[config.mk]
export PLATFORM = sky130hd
export DESIGN_NAME = fetch_stage
export DESIGN_NICKNAME = d
export VERILOG_FILES = /design/src/rtl/fetch_stage.sv
export SDC_FILE = /design/constraint.sdc
export NUM_CORES = 1
export LEC_CHECK = 0
export ABC_AREA = 1
export CORE_MARGIN = 2
export CORE_UTILIZATION = 45
export CTS_BUF_LIST = sky130_fd_sc_hd__clkbuf_16
export DETAILED_ROUTE_END_ITERATION = 12
export GPL_TIMING_DRIVEN = 1
export PLACE_DENSITY = 0.81
export SYNTH_ARGS = -nofsm -noshare
export SYNTH_HDL_FRONTEND = slang
export SYNTH_SLANG_ARGS = --single-unit
export TNS_END_PERCENT = 1
[constraint.sdc]
create_clock -name clk -period 2 [get_ports clk]
set_input_delay 0.6 -clock clk [delete_from_list [all_inputs] [get_ports clk]]
set_output_delay 0.6 -clock clk [all_outputs]
set_load 0.01 [all_outputs]
[src/rtl/fetch_stage.sv]
// PC generator and IF/ID register in front of a combinational imem.
// Optional FETCH_PERF_EN adds fetch and stall counters.
module fetch_stage #(
    parameter int unsigned     XLEN     = 64,
    parameter logic [XLEN-1:0] RESET_PC = '0
) (
    input  logic            clk,
    input  logic            rst_n,
    output logic [XLEN-1:0] pc_addr,
    input  logic [31:0]     imem_instr,
    input  logic            imem_exc_en,
    input  logic [3:0]      imem_exc_code,
    input  logic [XLEN-1:0] imem_exc_val,
    input  logic            redirect_en,
    input  logic [XLEN-1:0] redirect_pc,
    output logic            out_valid,
    input  logic            out_ready,
    output logic [XLEN-1:0] out_pc,
    output logic [31:0]     out_instr,
    output logic            out_exc_en,
    output logic [3:0]      out_exc_code,
    output logic [XLEN-1:0] out_exc_val,
    output logic            fetch_halted
`ifdef FETCH_PERF_EN
    ,
    output logic [63:0]     perf_fetch_cnt,
    output logic [63:0]     perf_stall_cnt
`endif
);

    localparam logic [31:0] NOP = 32'h00000013;

    typedef enum logic {
        RUN,
        HALT
    } state_e;

    state_e          state_q, state_d;
    logic [XLEN-1:0] pc_q, pc_d;
    logic            valid_q, valid_d;
    logic [XLEN-1:0] opc_q, opc_d;
    logic [31:0]     instr_q, instr_d;
    logic            exc_en_q, exc_en_d;
    logic [3:0]      exc_code_q, exc_code_d;
    logic [XLEN-1:0] exc_val_q, exc_val_d;

    logic slot_free;
    logic capture;
    logic misaligned;
    logic cap_exc;

    always_comb begin
        slot_free  = !valid_q || out_ready;
        capture    = (state_q == RUN) && slot_free && !redirect_en;
        misaligned = pc_q[1:0] != 2'b00;
        cap_exc    = misaligned || imem_exc_en;

        state_d    = state_q;
        pc_d       = pc_q;
        valid_d    = valid_q;
        opc_d      = opc_q;
        instr_d    = instr_q;
        exc_en_d   = exc_en_q;
        exc_code_d = exc_code_q;
        exc_val_d  = exc_val_q;

        if (redirect_en) begin
            valid_d = 1'b0;
            pc_d    = redirect_pc;
            state_d = RUN;
        end else if (capture) begin
            valid_d = 1'b1;
            opc_d   = pc_q;
            // Misalignment wins; imem data is meaningless for such a PC.
            if (misaligned) begin
                instr_d    = NOP;
                exc_en_d   = 1'b1;
                exc_code_d = 4'd0;
                exc_val_d  = pc_q;
            end else if (imem_exc_en) begin
                instr_d    = NOP;
                exc_en_d   = 1'b1;
                exc_code_d = imem_exc_code;
                exc_val_d  = imem_exc_val;
            end else begin
                instr_d    = imem_instr;
                exc_en_d   = 1'b0;
                exc_code_d = 4'd0;
                exc_val_d  = '0;
            end
            if (cap_exc) begin
                state_d = HALT;
            end else begin
                pc_d = pc_q + XLEN'(4);
            end
        end else if (slot_free) begin
            valid_d = 1'b0;
        end
    end

    always_ff @(posedge clk) begin
        if (!rst_n) begin
            state_q    <= RUN;
            pc_q       <= RESET_PC;
            valid_q    <= 1'b0;
            opc_q      <= '0;
            instr_q    <= NOP;
            exc_en_q   <= 1'b0;
            exc_code_q <= 4'd0;
            exc_val_q  <= '0;
        end else begin
            state_q    <= state_d;
            pc_q       <= pc_d;
            valid_q    <= valid_d;
            opc_q      <= opc_d;
            instr_q    <= instr_d;
            exc_en_q   <= exc_en_d;
            exc_code_q <= exc_code_d;
            exc_val_q  <= exc_val_d;
        end
    end

    assign pc_addr      = pc_q;
    assign out_valid    = valid_q;
    assign out_pc       = opc_q;
    assign out_instr    = instr_q;
    assign out_exc_en   = exc_en_q;
    assign out_exc_code = exc_code_q;
    assign out_exc_val  = exc_val_q;
    assign fetch_halted = (state_q == HALT);

`ifdef FETCH_PERF_EN
    logic [63:0] fetch_cnt_q, fetch_cnt_d;
    logic [63:0] stall_cnt_q, stall_cnt_d;

    always_comb begin
        fetch_cnt_d = fetch_cnt_q + {63'd0, capture};
        stall_cnt_d = stall_cnt_q + {63'd0, valid_q && !out_ready};
    end

    always_ff @(posedge clk) begin
        if (!rst_n) begin
            fetch_cnt_q <= '0;
            stall_cnt_q <= '0;
        end else begin
            fetch_cnt_q <= fetch_cnt_d;
            stall_cnt_q <= stall_cnt_d;
        end
    end

    assign perf_fetch_cnt = fetch_cnt_q;
    assign perf_stall_cnt = stall_cnt_q;
`endif

endmodule

==> reports/results.ini, run 1 <==
[run_status]
status = completed

[timing]
relSlewSlack_pct = 73.8
rsz0062_at_grt = yes
skew_ns = 0.0149
fin_tns_setup_ns = 0
finalHoldViolations = 0
period_share_pct = 99.1
setup_viol = 0
slew_viol_final = 0
fmax_mhz = 505
hold_ws_ns = 0.458
worst_pin_slew_ns = 0.393
setup_slack_ns = 0.0185
period_needed_ns = 1.98

[yosys]
synth_top_family_by_area = simple AND/OR/NAND/NOR gates
yosys.area_share.xor_xnor_pct = 1.62
syn_area_um2 = 10800
synth_cell_types = 35
synthMuxAreaShare_pct = 0
yosys.area_share.simple_pct = 28.2
synth_cells = 1577
synth_compound_area_share_pct = 20.3
synth_area_per_cell_um2 = 6.84
ys_ff_latch = 231
yosys_warnings = 0
seq_area_frac_synth_pct = 42.9
synth_adder_area_share_pct = 0.116
syn-num-nets = 1747

[clock_tree]
max-clock-path-buffers = 3
cts_tree = done
postCtsSetupBuffers = 0
clk_pin_slew_ns = 0.06
clk_latency_ns = 0.54
clockRootBuffer = clkbuf_16
cts_num_sinks = 231
cts_made_buffers = 26
htreeDepth = 1

[setup_path]
reg2reg_from = pc_addr[2]
worst-r2r-cell-count = 10
rr_endpoint = pc_addr[54]
r2r_slack_ns = 0.09
critPathCaptureType = output port
critPathTopFamily = buffers and inverters
worst_ep_arrival_time_ns = 1.38
crit_type = flip-flop to output port
critPathBufInv = 1
cp_slowest_cell = clkdlybuf4s50_1
crit_path_cell_trace = clkdlybuf4s50_1
critPathMaxFanout = 2
critical-path-max-stage-delay_ns = 0.53
start_kind = flip-flop
cp.required_ns = 1.40

[power_and_ir_drop]
switchingPower_w = 0.00338
p_clk_share_pct = 39.0
p_comb_share_pct = 18.3
p_sw_share_pct = 28.2
seqPwrFrac_pct = 42.7
ir_worst_vdd_mv = 0.635
cellLeakagePower_nw = 7.07
power_density_nw_per_um2 = 729
internal_power_w = 0.00861

[min_path]
hold_path_startpoint = out_pc[0]
holdPathStages = 2
hold_class = flip-flop to flip-flop
min_to = out_pc[0]

[routing]
vias = 12968
wire_per_inst_um = 19.1
ant_nets = 0
first_pass_iters = 6
totalWireLength_um = 45000
avgViaCountPerCell = 5.49
drtIter0Drc = 1197
drc = 0

[placement]
portBuffers = 399
place_area_um2 = 15800
pre_cts_ws_ns = -0.359
place.gp.congestion = 0.958
dp_hpwl_um = 33400

[floorplanning]
row_count = 56
dieArea_um2 = 25200
fp.coreArea_um2 = 23500
start_util_pct = 45.9
die_w_um = 159
die_y_um = 159
ios = 400

[grt]
antenna_found_initial = 1
grt_pass1_vias = 12483
grt_usage_pct = 34.2
grt_start_max_net_pins = 77
globalRouteOverflowTotal = 0
grt_pass1_wl_um = 69300

[job]
maxCapViolations = 0

[cells_and_area]
final_common_cell = nand2_1
post-route-util_pct = 70.1
stdcell_area_um2 = 16400
n_fill_cell = 2043
multiInputGateArea_um2 = 5440
final_nets = 2191
syn2layout_area_growth_pct = 52.6
drive_above_1_share_pct = 11.5
final_cell_mix = 489 x nand2_1, 221 x dlygate4sd2_1, 186 x dfxtp_1
regArea_um2 = 4690

-- layer usage --
layer / part of all wire, % / GRT usage [%] / up-vias
met3: 8.6 / 5.90 / 104
met1: 41 / 43.1 / 6081
li1: - / - / 6108
met5: 0 / 0 / -
met4: 3.3 / 10.8 / 0
met2: 47 / 59.6 / 675
-- registers in the layout, indices dropped and copies added (netlist names) --
name,flops
out_exc_code,4
fetch_halted,1
out_instr,32
out_valid,1
out_pc,64
pc_addr,64
out_exc_val,64
out_exc_en,1
-- power groups by stage --
| stage | Clock (W) | Combinational, W | Sequential [W] |
|---|---|---|---|
| final | 0.00468 | 0.00219 | 0.00511 |
| after global placement | 0 | 0.00231 | 0.00519 |
| after global routing | 0.00487 | 0.00235 | 0.00514 |
| after floorplan | 0 | 0.000795 | 0.00530 |
| after CTS | 0.00471 | 0.00218 | 0.00511 |
| after detailed placement | 0 | 0.00234 | 0.00520 |
-- cell type report --
type | count | area share (%)
clock buffers | 27 | 4.11
clock inverters | 21 | 0.913
inverters | 85 | 1.98
well taps | 319 | 2.43
repair buffers | 510 | 29.0
flip-flops and latches | 231 | 28.5
multi-input cells | 1167 | 33.1
diodes | 2 | 0.0304
-- through the flow --
stage          total power [W]  instances
2_1_floorplan          0.00610       1577
3_3_place_gp           0.00750       2312
3_5_place_dp           0.00754       2312
4_1_cts                 0.0120       2360
5_1_grt                 0.0124       2361
6_report                0.0120       2362
-- cells in the mapped netlist --
master    count  area, um^2
xor2_1       18         158
nand3_1      72         360
xnor2_1       2        17.5
buf_1         1        3.75
nor3_1        4        20.0
o21ai_0     156         781
nor3_2        2        20.0
nand4_1      10        62.6
inv_2         4        15.0
nor2_8        1        20.0
o221ai_1      1        8.76
o21ai_1       4        20.0
nand2_1     490        1840
clkbuf_1     53         199
or2_0         1        6.26
a21oi_1     156         781
nand3b_1      1        7.51
or2_2         3        18.8
nand2_2       4        25.0
a31oi_1      44         275
clkinv_2      1        5.00
dfxtp_1     231        4620
nor2_4        5        56.3
inv_1        80         300
nor2_1      133         499
nor2_2       10        62.6
o211ai_1      2        15.0
and2_1        3        18.8
o22ai_1       3        18.8
ha_1          1        12.5
nand3_2       1        10.0
buf_4         6        45.0
a22oi_1      39         293
buf_2        34         170
nand2_4       1        11.3
-- cells by family (layout without fill, tap and decap cells) --
group / Yosys count / after routing
adders and majority gates: 1 / 1
buffers and inverters: 179 / 643
AOI/OAI and AO/OA: 405 / 405
xor gates and xnor gates: 20 / 20
DFF: 231 / 231
and+or+nand+nor: 741 / 741
other: 0 / 2
-- how the worst max path moves through the flow --
stage / from / end / slack [ns] / cells after the start
4_1_cts: pc_addr[25] / pc_addr[25] / -0.13 / 1
3_3_place_gp: out_ready / out_exc_val[49] / -0.35 / 10
3_5_place_dp: out_ready / out_exc_val[1] / -0.36 / 10
5_1_grt: pc_addr[2] / pc_addr[58] / -0.02 / 10
6_report: out_instr[30] / out_instr[30] / 0.02 / 1
2_1_floorplan: out_ready / out_exc_val[36] / 0.29 / 8
-- timing repair --
item | CTS | global route
endpoints found under the setup margin | 222 | 17
gates resized for setup | 269 | 12
hold buffers | 0 | 0
Power figures use the tool's default switching activity.
==> run 2, diff against run 1 <==
CORE_MARGIN = default   (was 2)
CTS_CLUSTER_DIAMETER = 100   (was default)
==> run 2 against run 1 <==
  * Sequential share of layout area rose by 0.26 points
  * Register-to-register slack improved by 0.03 ns
  * Worst hold slack got worse by 0.0056 ns
  * Count of clock-buffer cells in the layout did not move
  * Power rose by 0.32%
  * Clock skew fell by 0.0052 ns
  * Maximum frequency fell by 0.69%
  * Largest power group unchanged
  * Critical path depth rose by 1
  * Worst setup slack got worse by 0.014 ns
  * Highest routed layer unchanged
  * Clock power rose by 1%
  * Cell count fell by 0.64%
  * Largest cell class unchanged
  * Design area fell by 0.85%
==> reports/results.ini, run 2 (synthesis results as in run 1) <==
[grt]
antenna_found_initial = 3  ; was 1
grt_usage_pct = 35.2  ; was 34.2%
globalRouteOverflowTotal = 0  ; unchanged
grt_pass1_vias = 12207  ; was 12,483
grt_start_max_net_pins = 75  ; was 77
grt_pass1_wl_um = 66900  ; was 69,300 um

[cells_and_area]
drive_above_1_share_pct = 10.8  ; was 11.5%
final_common_cell = nand2_1  ; unchanged
fin_cells = 2347  ; was 2,362
final_cell_mix = 488 x nand2_1, 228 x dlygate4sd2_1, 186 x dfxtp_1  ; was 489 x nand2_1, 221 x dlygate4sd2_1, 186 x dfxtp_1
final_nets = 2177  ; was 2,191
syn2layout_area_growth_pct = 51.3  ; was 52.6%

[routing]
drc = 0  ; unchanged
avgViaCountPerCell = 5.45  ; was 5.49
ant_nets = 0  ; unchanged
wire_per_inst_um = 19.0  ; was 19.1 um
totalWireLength_um = 44500  ; was 45,000 um
first_pass_iters = 5  ; was 6
drtIter0Drc = 1026  ; was 1,197
vias = 12802  ; was 12,968

[floorplanning]
ios = 400  ; unchanged
die_y_um = 157  ; was 159 um
fp.coreArea_um2 = 23500  ; unchanged
start_util_pct = 45.9  ; unchanged
row_count = 56  ; unchanged
die_w_um = 157  ; was 159 um
dieArea_um2 = 24600  ; was 25,200 um^2

[power_and_ir_drop]
cellLeakagePower_nw = 6.92  ; was 7.07 nW
power_density_nw_per_um2 = 737  ; was 729 nW/um^2
ir_worst_vdd_mv = 0.656  ; was 0.635 mV
design_power_total_w = 0.0120  ; about the same

[timing]
worst_pin_slew_ns = 0.425  ; was 0.393 ns
rsz0062_at_grt = yes  ; unchanged
period_share_pct = 99.8  ; was 99.1%
skew_ns = 0.00970  ; was 0.0149 ns
setup_viol = 0  ; unchanged
fmax_mhz = 501  ; was 505 MHz
setup_slack_ns = 0.00469  ; was 0.0185 ns
period_needed_ns = 2.00  ; was 1.98 ns
finalHoldViolations = 0  ; unchanged
fin_tns_setup_ns = 0  ; unchanged
slew_viol_final = 0  ; unchanged
relSlewSlack_pct = 71.7  ; was 73.8%

[setup_path]
critPathMaxFanout = 6  ; was 2
start_kind = flip-flop  ; unchanged
critPathCaptureType = output port  ; unchanged
crit_type = flip-flop to output port  ; unchanged
cp.required_ns = 1.40  ; about the same
worst_ep_arrival_time_ns = 1.40  ; was 1.38 ns

[clock_tree]
cts_made_buffers = 26  ; unchanged
cts_num_sinks = 231  ; unchanged
clk_pin_slew_ns = 0.06  ; about the same
htreeDepth = 1  ; unchanged
cts_tree = done  ; unchanged
max-clock-path-buffers = 3  ; unchanged
clk_latency_ns = 0.54  ; about the same
clockRootBuffer = clkbuf_16  ; unchanged
postCtsSetupBuffers = 0  ; unchanged

[placement]
place.gp.congestion = 0.941  ; was 0.958
portBuffers = 399  ; unchanged
dpl.cell_count = 2298  ; was 2,312
dp_hpwl_um = 33000  ; was 33,400 um
pre_cts_ws_ns = -0.320  ; was -0.359 ns

[run_status]
status = completed  ; unchanged

[min_path]
hold_class = primary input to flip-flop  ; was flip-flop to flip-flop

[job]
maxCapViolations = 0  ; unchanged

[run 2: cell types whose count changed in the layout (fill, tap and decap cells not counted), sizes merged, moves of 2 or more]
cell          change
buf              -14
dlygate4sd2       +7
clkinvlp          -2
dlymetal6s2s      -6
[run 2: repair_timing]
action                     in CTS  in global routing
hold buffers                    0                  0
setup endpoints to repair     230                 15
resized for setup             277                 12
hold endpoints to repair        0                  0
[run 2: per-stage QoR]
stage                     hold WS (ns)  area [um^2]  util, %
after floorplan                  0.484        10800        -
after detailed placement         0.451        15700     66.7
after global placement           0.448        15700     66.7
final                            0.453        16300     69.5
after global routing             0.474        16300     69.5
after CTS                        0.447        16300     69.3
[run 2: critical path, cell delays in order, from the launching register on]
cell and delay (ns):
dfxtp_1 0.36, buf_4 0.19, dlygate4sd2_1 0.30
[run 2: final cells by class]
cell class | instances | area (um^2)
Fill cell | 2085 | 7170
Multi-Input combinational cell | 1167 | 5450
Sequential cell | 231 | 4690
Timing Repair Buffer | 496 | 4600
Clock buffer | 27 | 676
Tap cell | 319 | 399
Inverter | 85 | 325
Clock inverter | 20 | 160
Antenna cell | 2 | 5.00
[run 2: layer usage]
layer	up-vias	share of wire (%)	track usage (%)
li1	6077	-	-
met5	-	0	0
met2	657	47	59.2
met1	5962	40	44.0
met4	0	3.7	13.9
met3	106	9.3	6.81
[run 2: report_power, final]
part | switching (W) | total [W] | internal (W)
sequential | 0.000226 | 0.00511 | 0.00489
combinational | 0.00116 | 0.00215 | 0.000992
clock | 0.00195 | 0.00475 | 0.00280
total | 0.00334 | 0.0120 | 0.00868
[run 2: path summary, 6_finish.rpt]
| check | start | endpoint | slack [ns] | cells after the start |
|---|---|---|---|---|
| max | pc_addr[17] | pc_addr[17] | 0.005 | 2 |
| min reg2reg | out_pc[29] | out_pc[29] | 0.46 | 2 |
| min | rst_n | pc_addr[53] | 0.45 | 3 |
| max reg2reg | pc_addr[2] | pc_addr[63] | 0.12 | 11 |
==> run 3, diff against run 2 <==
PLACE_DENSITY = 0.79   (was 0.81)
==> run 3 against run 2 <==
  * Worst hold slack improved by 0.0065 ns
  * Design area rose by 0.91%
  * Flip-flop and latch count did not move
  * Cell count rose by 0.34%
  * Wire length fell by 1.3%
  * Non-clock buffer count rose by 11
  * First-iteration DRC count rose by 14%
  * Worst setup slack improved by 0.038 ns
  * Clock skew rose by 0.018 ns
  * Sequential share of layout area fell by 0.099 points
  * Critical path depth fell by 1
  * Maximum frequency rose by 1.9%
  * Critical endpoint is now pc_addr[20]
==> reports/results.ini, run 3 (synthesis results as in run 1) <==
[timing]
finalHoldViolations = 0  ; unchanged
period_needed_ns = 1.96  ; was 2.00 ns
period_share_pct = 97.9  ; was 99.8%
setup_viol = 0  ; unchanged
fmax_mhz = 511  ; was 501 MHz
skew_ns = 0.0273  ; was 0.00970 ns
worst_pin_slew_ns = 0.494  ; was 0.425 ns
hold_ws_ns = 0.459  ; was 0.453 ns
fin_tns_setup_ns = 0  ; unchanged
relSlewSlack_pct = 67.1  ; was 71.7%
rsz0062_at_grt = no  ; was yes
slew_viol_final = 0  ; unchanged

[power_and_ir_drop]
p_clk_share_pct = 38.6  ; was 39.5%
power_density_nw_per_um2 = 721  ; was 737 nW/um^2
p_sw_share_pct = 27.9  ; was 27.8%
cellLeakagePower_nw = 7.18  ; was 6.92 nW
ir_worst_vdd_mv = 0.683  ; was 0.656 mV
switchingPower_w = 0.00331  ; was 0.00334 W
internal_power_w = 0.00855  ; was 0.00868 W
p_comb_share_pct = 18.3  ; was 17.9%
seqPwrFrac_pct = 43.1  ; was 42.5%

[cells_and_area]
n_fill_cell = 2101  ; was 2,085
drive_above_1_share_pct = 11.4  ; was 10.8%
final_nets = 2187  ; was 2,177
final_common_cell = nand2_1  ; unchanged
final_cell_mix = 488 x nand2_1, 210 x dlygate4sd2_1, 181 x dfxtp_1  ; was 488 x nand2_1, 228 x dlygate4sd2_1, 186 x dfxtp_1
post-route-util_pct = 70.1  ; was 69.5%
syn2layout_area_growth_pct = 52.6  ; was 51.3%

[setup_path]
critPathCaptureType = output port  ; unchanged
worst_ep_arrival_time_ns = 1.36  ; was 1.40 ns
crit_path_cell_trace = dlygate4sd2_1  ; was buf_4 > dlygate4sd2_1
cp_slowest_cell = dfxtp_1  ; unchanged
cp.required_ns = 1.40  ; about the same
critPathTopFamily = flip-flops  ; was buffers and inverters
critPathMaxFanout = 4  ; was 6
crit_type = flip-flop to output port  ; unchanged
critPathBufInv = 1  ; was 2
start_kind = flip-flop  ; unchanged
critical-path-max-stage-delay_ns = 0.47  ; was 0.36 ns

[routing]
drtIter0Drc = 1172  ; was 1,026
ant_nets = 0  ; unchanged
wire_per_inst_um = 18.6  ; was 19.0 um
first_pass_iters = 6  ; was 5
vias = 12791  ; was 12,802
avgViaCountPerCell = 5.43  ; was 5.45
totalWireLength_um = 43900  ; was 44,500 um
drc = 0  ; unchanged

[floorplanning]
fp.coreArea_um2 = 23500  ; unchanged
start_util_pct = 45.9  ; unchanged
die_w_um = 157  ; unchanged
row_count = 56  ; unchanged
ios = 400  ; unchanged
dieArea_um2 = 24600  ; unchanged
die_y_um = 157  ; unchanged

[job]
maxCapViolations = 0  ; unchanged

[clock_tree]
clk_pin_slew_ns = 0.06  ; about the same
cts_hold_buf = 0  ; unchanged
postCtsSetupBuffers = 0  ; unchanged
cts_num_sinks = 231  ; unchanged
clockRootBuffer = clkbuf_16  ; unchanged
clk_latency_ns = 0.54  ; about the same
htreeDepth = 1  ; unchanged
cts_tree = done  ; unchanged
max-clock-path-buffers = 3  ; unchanged
cts_made_buffers = 25  ; was 26

[grt]
globalRouteOverflowTotal = 0  ; unchanged
grt_start_max_net_pins = 95  ; was 75
grt_pass1_wl_um = 66300  ; was 66,900 um
antenna_found_initial = 1  ; was 3
grt_usage_pct = 34.8  ; was 35.2%
grt_pass1_vias = 12238  ; was 12,207

[placement]
dp_hpwl_um = 32600  ; was 33,000 um
place.gp.congestion = 0.912  ; was 0.941
portBuffers = 399  ; unchanged

[min_path]
hold_class = flip-flop to flip-flop  ; was primary input to flip-flop

[run_status]
status = completed  ; unchanged

## run 3: cell types whose count changed in the layout (fill, tap and decap cells not counted), moves of 3 or more
| cell | change |
|---|---|
| dfxtp_4 | +8 |
| dfxtp_1 | -5 |
| dlymetal6s2s_1 | +17 |
| buf_4 | +11 |
| dfxtp_2 | -3 |
| buf_12 | +3 |
| dlygate4sd2_1 | -18 |
## run 3: path summary, 6_finish.rpt
kind	startpoint	to	slack (ns)	depth (start not counted)
min	out_pc[30]	out_pc[30]	0.46	2
max reg2reg	pc_addr[3]	pc_addr[50]	0.15	12
max	pc_addr[20]	pc_addr[20]	0.04	1
min reg2reg	out_pc[30]	out_pc[30]	0.46	2
## run 3: routing by layer
| metal | vias to the layer above | GRT usage, % | routed length, um |
|---|---|---|---|
| met4 | 0 | 13.0 | 1600 |
| li1 | 6107 | - | - |
| met5 | - | 0 | 0 |
| met3 | 116 | 7.20 | 3930 |
| met2 | 626 | 58.2 | 20600 |
| met1 | 5942 | 43.9 | 17800 |
## run 3: layout make-up
| type | count | area, um^2 | share of cell area, % |
|---|---|---|---|
| tap | 319 | 399 | 2.43 |
| antenna | 1 | 2.50 | 0.0152 |
| clock buffer | 25 | 626 | 3.80 |
| sequential | 231 | 4720 | 28.7 |
| timing repair buffer | 507 | 4780 | 29.0 |
| multi-input combinational | 1167 | 5440 | 33.1 |
| inverter | 85 | 324 | 1.97 |
| clock inverter | 20 | 165 | 1.00 |
## run 3: worst register-to-register path: stages (launching register included)
cell	delay (ns)
dfxtp_2	0.35
ha_1	0.21
inv_1	0.10
nor2_4	0.17
nand2_2	0.10
nor2_4	0.18
buf_4	0.16
nand2_2	0.09
inv_2	0.11
nand2_1	0.06
nand2_1	0.05
nand3_1	0.06
a21oi_1	0.12
## run 3: power groups by stage
stage | Sequential [W] | Clock (W) | Combinational [W]
after global routing | 0.00514 | 0.00479 | 0.00234
after detailed placement | 0.00521 | 0 | 0.00232
after global placement | 0.00520 | 0 | 0.00229
after CTS | 0.00511 | 0.00460 | 0.00216
after floorplan | 0.00530 | 0 | 0.000795
final | 0.00511 | 0.00457 | 0.00217
## run 3: repair_timing
| action | in CTS | in global routing |
|---|---|---|
| endpoints found under the setup margin | 213 | 28 |
| gates resized for setup | 272 | 25 |
| pin swaps | 0 | 1 |
| gates cloned | 0 | 0 |
## run 3: metrics by stage
stage / cells / total power [W] / area (um^2) / worst slack [ns]
6_report: 2355 / 0.0119 / 16500 / 0.0425
5_1_grt: 2355 / 0.0123 / 16500 / 0.00511
4_1_cts: 2354 / 0.0119 / 16400 / -0.126
3_5_place_dp: 2309 / 0.00753 / 15800 / -0.361
3_3_place_gp: 2309 / 0.00749 / 15800 / -0.332
2_1_floorplan: 1577 / 0.00610 / 10800 / 0.289
==> patch: new RTL, settings of run 3 <==
Take the reset off `exc_val_q` and load it in a clocked block of its own.
--- a/src/rtl/fetch_stage.sv
+++ b/src/rtl/fetch_stage.sv
@@ -108,5 +108,4 @@
             exc_en_q   <= 1'b0;
             exc_code_q <= 4'd0;
-            exc_val_q  <= '0;
         end else begin
             state_q    <= state_d;
@@ -117,6 +116,9 @@
             exc_en_q   <= exc_en_d;
             exc_code_q <= exc_code_d;
-            exc_val_q  <= exc_val_d;
         end
+    end
+
+    always_ff @(posedge clk) begin
+        exc_val_q <= exc_val_d;
     end
 
Behaviour: not the same (a bounded check fails within 4 cycles, from zero or initial values and one cycle with rst_n low).
==> patch against run 3 <==
- clock skew down 19 ps
- area after synthesis shrank 0.84%
- via count shrank 8.4%
- count of clock-buffer cells in the layout unchanged
- fmax is 0.87% higher
- sequential cell count stayed put
- design area down 1.4%
- first-iteration DRC count shrank 18%
- worst setup slack gained 17 ps
- routed wire length fell by 5.9%
- power increased by 4.5%
- cell count decreased by 8.2%
- critical endpoint is now pc_addr[59]
- critical path type unchanged
==> patch: results (changes against run 3) <==
| Metric | Value |
|---|---|
| Slew at the pin closest to its max-slew limit | 413 ps (-81.1 ps) |
| Hold Path Class | input port to flip-flop |
| Clk pin slew, worst setup/hold paths | 60 ps (about the same) |
| Drt via density | 5.42 (-0.16%) |
| Yosys warns | 0 (unchanged) |
| Mapped Cells | 1,387 (-12%) |
| First-pass GRT wire length | 62.2 mm (-6.2%) |
| Hpwl dp | 31.4 mm (-3.7%) |
| Via Count | 11,700 (-8.4%) |
| Ys flop type | dfxtp_1 |
| Post-CTS setup buffers | 0 (unchanged) |
| Iteration-0 DRC count of the detailed router | 961 (-18%) |
| Cell variety after synth | 33 (-5.7%) |
| Post-synth top cells | 346 x nand2_1, 167 x dfxtp_1, 139 x o21ai_0 |
| Max incr delay on CP | 460 ps |
| GR Util All Layers | 33.2% (-1.5 points) |
| Synthesized Nets | 1,557 (-11%) |
| Place WS | -269 ps (+92.6 ps) |
| Port buffer count | 399 (unchanged) |
| CP arrival | 1340 ps (-20 ps) |
| EDFF count, synth | 64 (+64) |
| Synth async-reset ratio | 0% (unchanged) |
| Synth area leaders | dfxtp_1 31%, edfxtp_1 18%, nand2_1 12% |
| Top delay family on crit path | flip-flops |
| Seq/Total Area, Yosys | 49.3% (+6.4 points) |
| Number of global-route vias before repair | 11,200 (-8.8%) |
| Worst skew pair latency | 540 ps (about the same) |
| Fin Clk Skew | 8.34 ps (-19.0 ps) |
| Fillers | 2,040 (-2.9%) |
| Outcome | finished clean |
| Largest net degree at the start of global routing | 68 (-28%) |
| Maximum fanout along the worst path | 6 (+2) |
| Placed cell area | 15,500 um2 (-1.5%) |
| Longest Clk Path Bufs | 3 (unchanged) |
| WL per Instance | 19.1 um (+2.5%) |
| Slowest-stage cell, CP | dfxtp_1 |
| Worst vdd ir | 0.646 mV (-5.5%) |
| Final layout net count | 1,992 (-8.9%) |
| Root Buffer | clkbuf_16 |
| Fraction of layout instances using a drive strength above 1 | 11.1% (-0.37 points) |
| Static Leak | 0.00712 uW (-0.76%) |
| Routability cong. | 0.986 (+8.0%) |
| PD cells | 764 nW/um2 (+6.0%) |
| Pre-Repair DR Iteration Count | 8 (+2) |
| H-tree Lvls | 1 (unchanged) |
| Placed cells | 2,114 (-8.4%) |
-- patch: cell count changes after synthesis, sizes merged, moves of 7 or more --
cell / delta
dfxtp: -64
a21oi: -34
clkbuf: -7
nand3: +13
nand2: -130
inv: +22
buf: -14
edfxtp: +64
xor2: -7
a31oi: -31
a22o: +11
-- patch: metal layers --
layer	vias to the layer above	global-route usage, %	share of wire (%)
met3	102	7.03	9.5
met2	655	54.0	46
met4	0	13.8	4.2
met1	5454	42.8	40
met5	-	0	0
li1	5508	-	-
-- patch: area by class of cell --
cell class / count / area share, %
flip-flops and latches: 231 / 32.8
clock buffers: 25 / 3.86
diodes: 1 / 0.0154
multi-input cells: 977 / 28.9
inverters: 106 / 2.45
repair buffers: 481 / 28.0
clock inverters: 21 / 1.40
well taps: 319 / 2.46
-- patch: through the flow --
step | hold WS [ps] | TNS (ps)
final | 376 | 0
after global placement | 451 | -42990
after global routing | 399 | 0
after floorplan | 486 | 0
after detailed placement | 458 | -45760
after CTS | 371 | -133
-- patch: cell families (layout without fill, tap and decap cells) --
| logic type | Yosys count | in the layout | synth area share [%] |
|---|---|---|---|
| and+or+nand+nor | 611 | 611 | 24.4 |
| AOI/OAI and AO/OA | 350 | 350 | 18.0 |
| DFF | 231 | 231 | 49.3 |
| buffers and inverters | 179 | 633 | 7.03 |
| xor gates and xnor gates | 15 | 15 | 1.23 |
| adders and majority gates | 1 | 1 | 0.117 |
| other | 0 | 1 | 0 |
-- patch: what timing repair did --
action,4_1_cts,5_1_grt
endpoints found under the setup margin,219,14
gates resized for setup,257,14
hold buffers,0,0
endpoints found under the hold margin,0,0
-- patch: where the power goes --
group | switching, uW | internal (uW)
combinational | 1080 | 1010
clock | 1970 | 2920
sequential | 239 | 5170
total | 3290 | 9110
-- patch: worst paths after layout --
path / start / endpoint / slack, ps / cells after the start
hold / removal: rst_n / out_pc[22] / 380 / 3
setup / recovery: pc_addr[59] / pc_addr[59] / 60 / 1
hold reg to reg: out_instr[6] / out_instr[6] / 460 / 2
setup reg to reg: pc_addr[2] / pc_addr[46] / 90 / 11
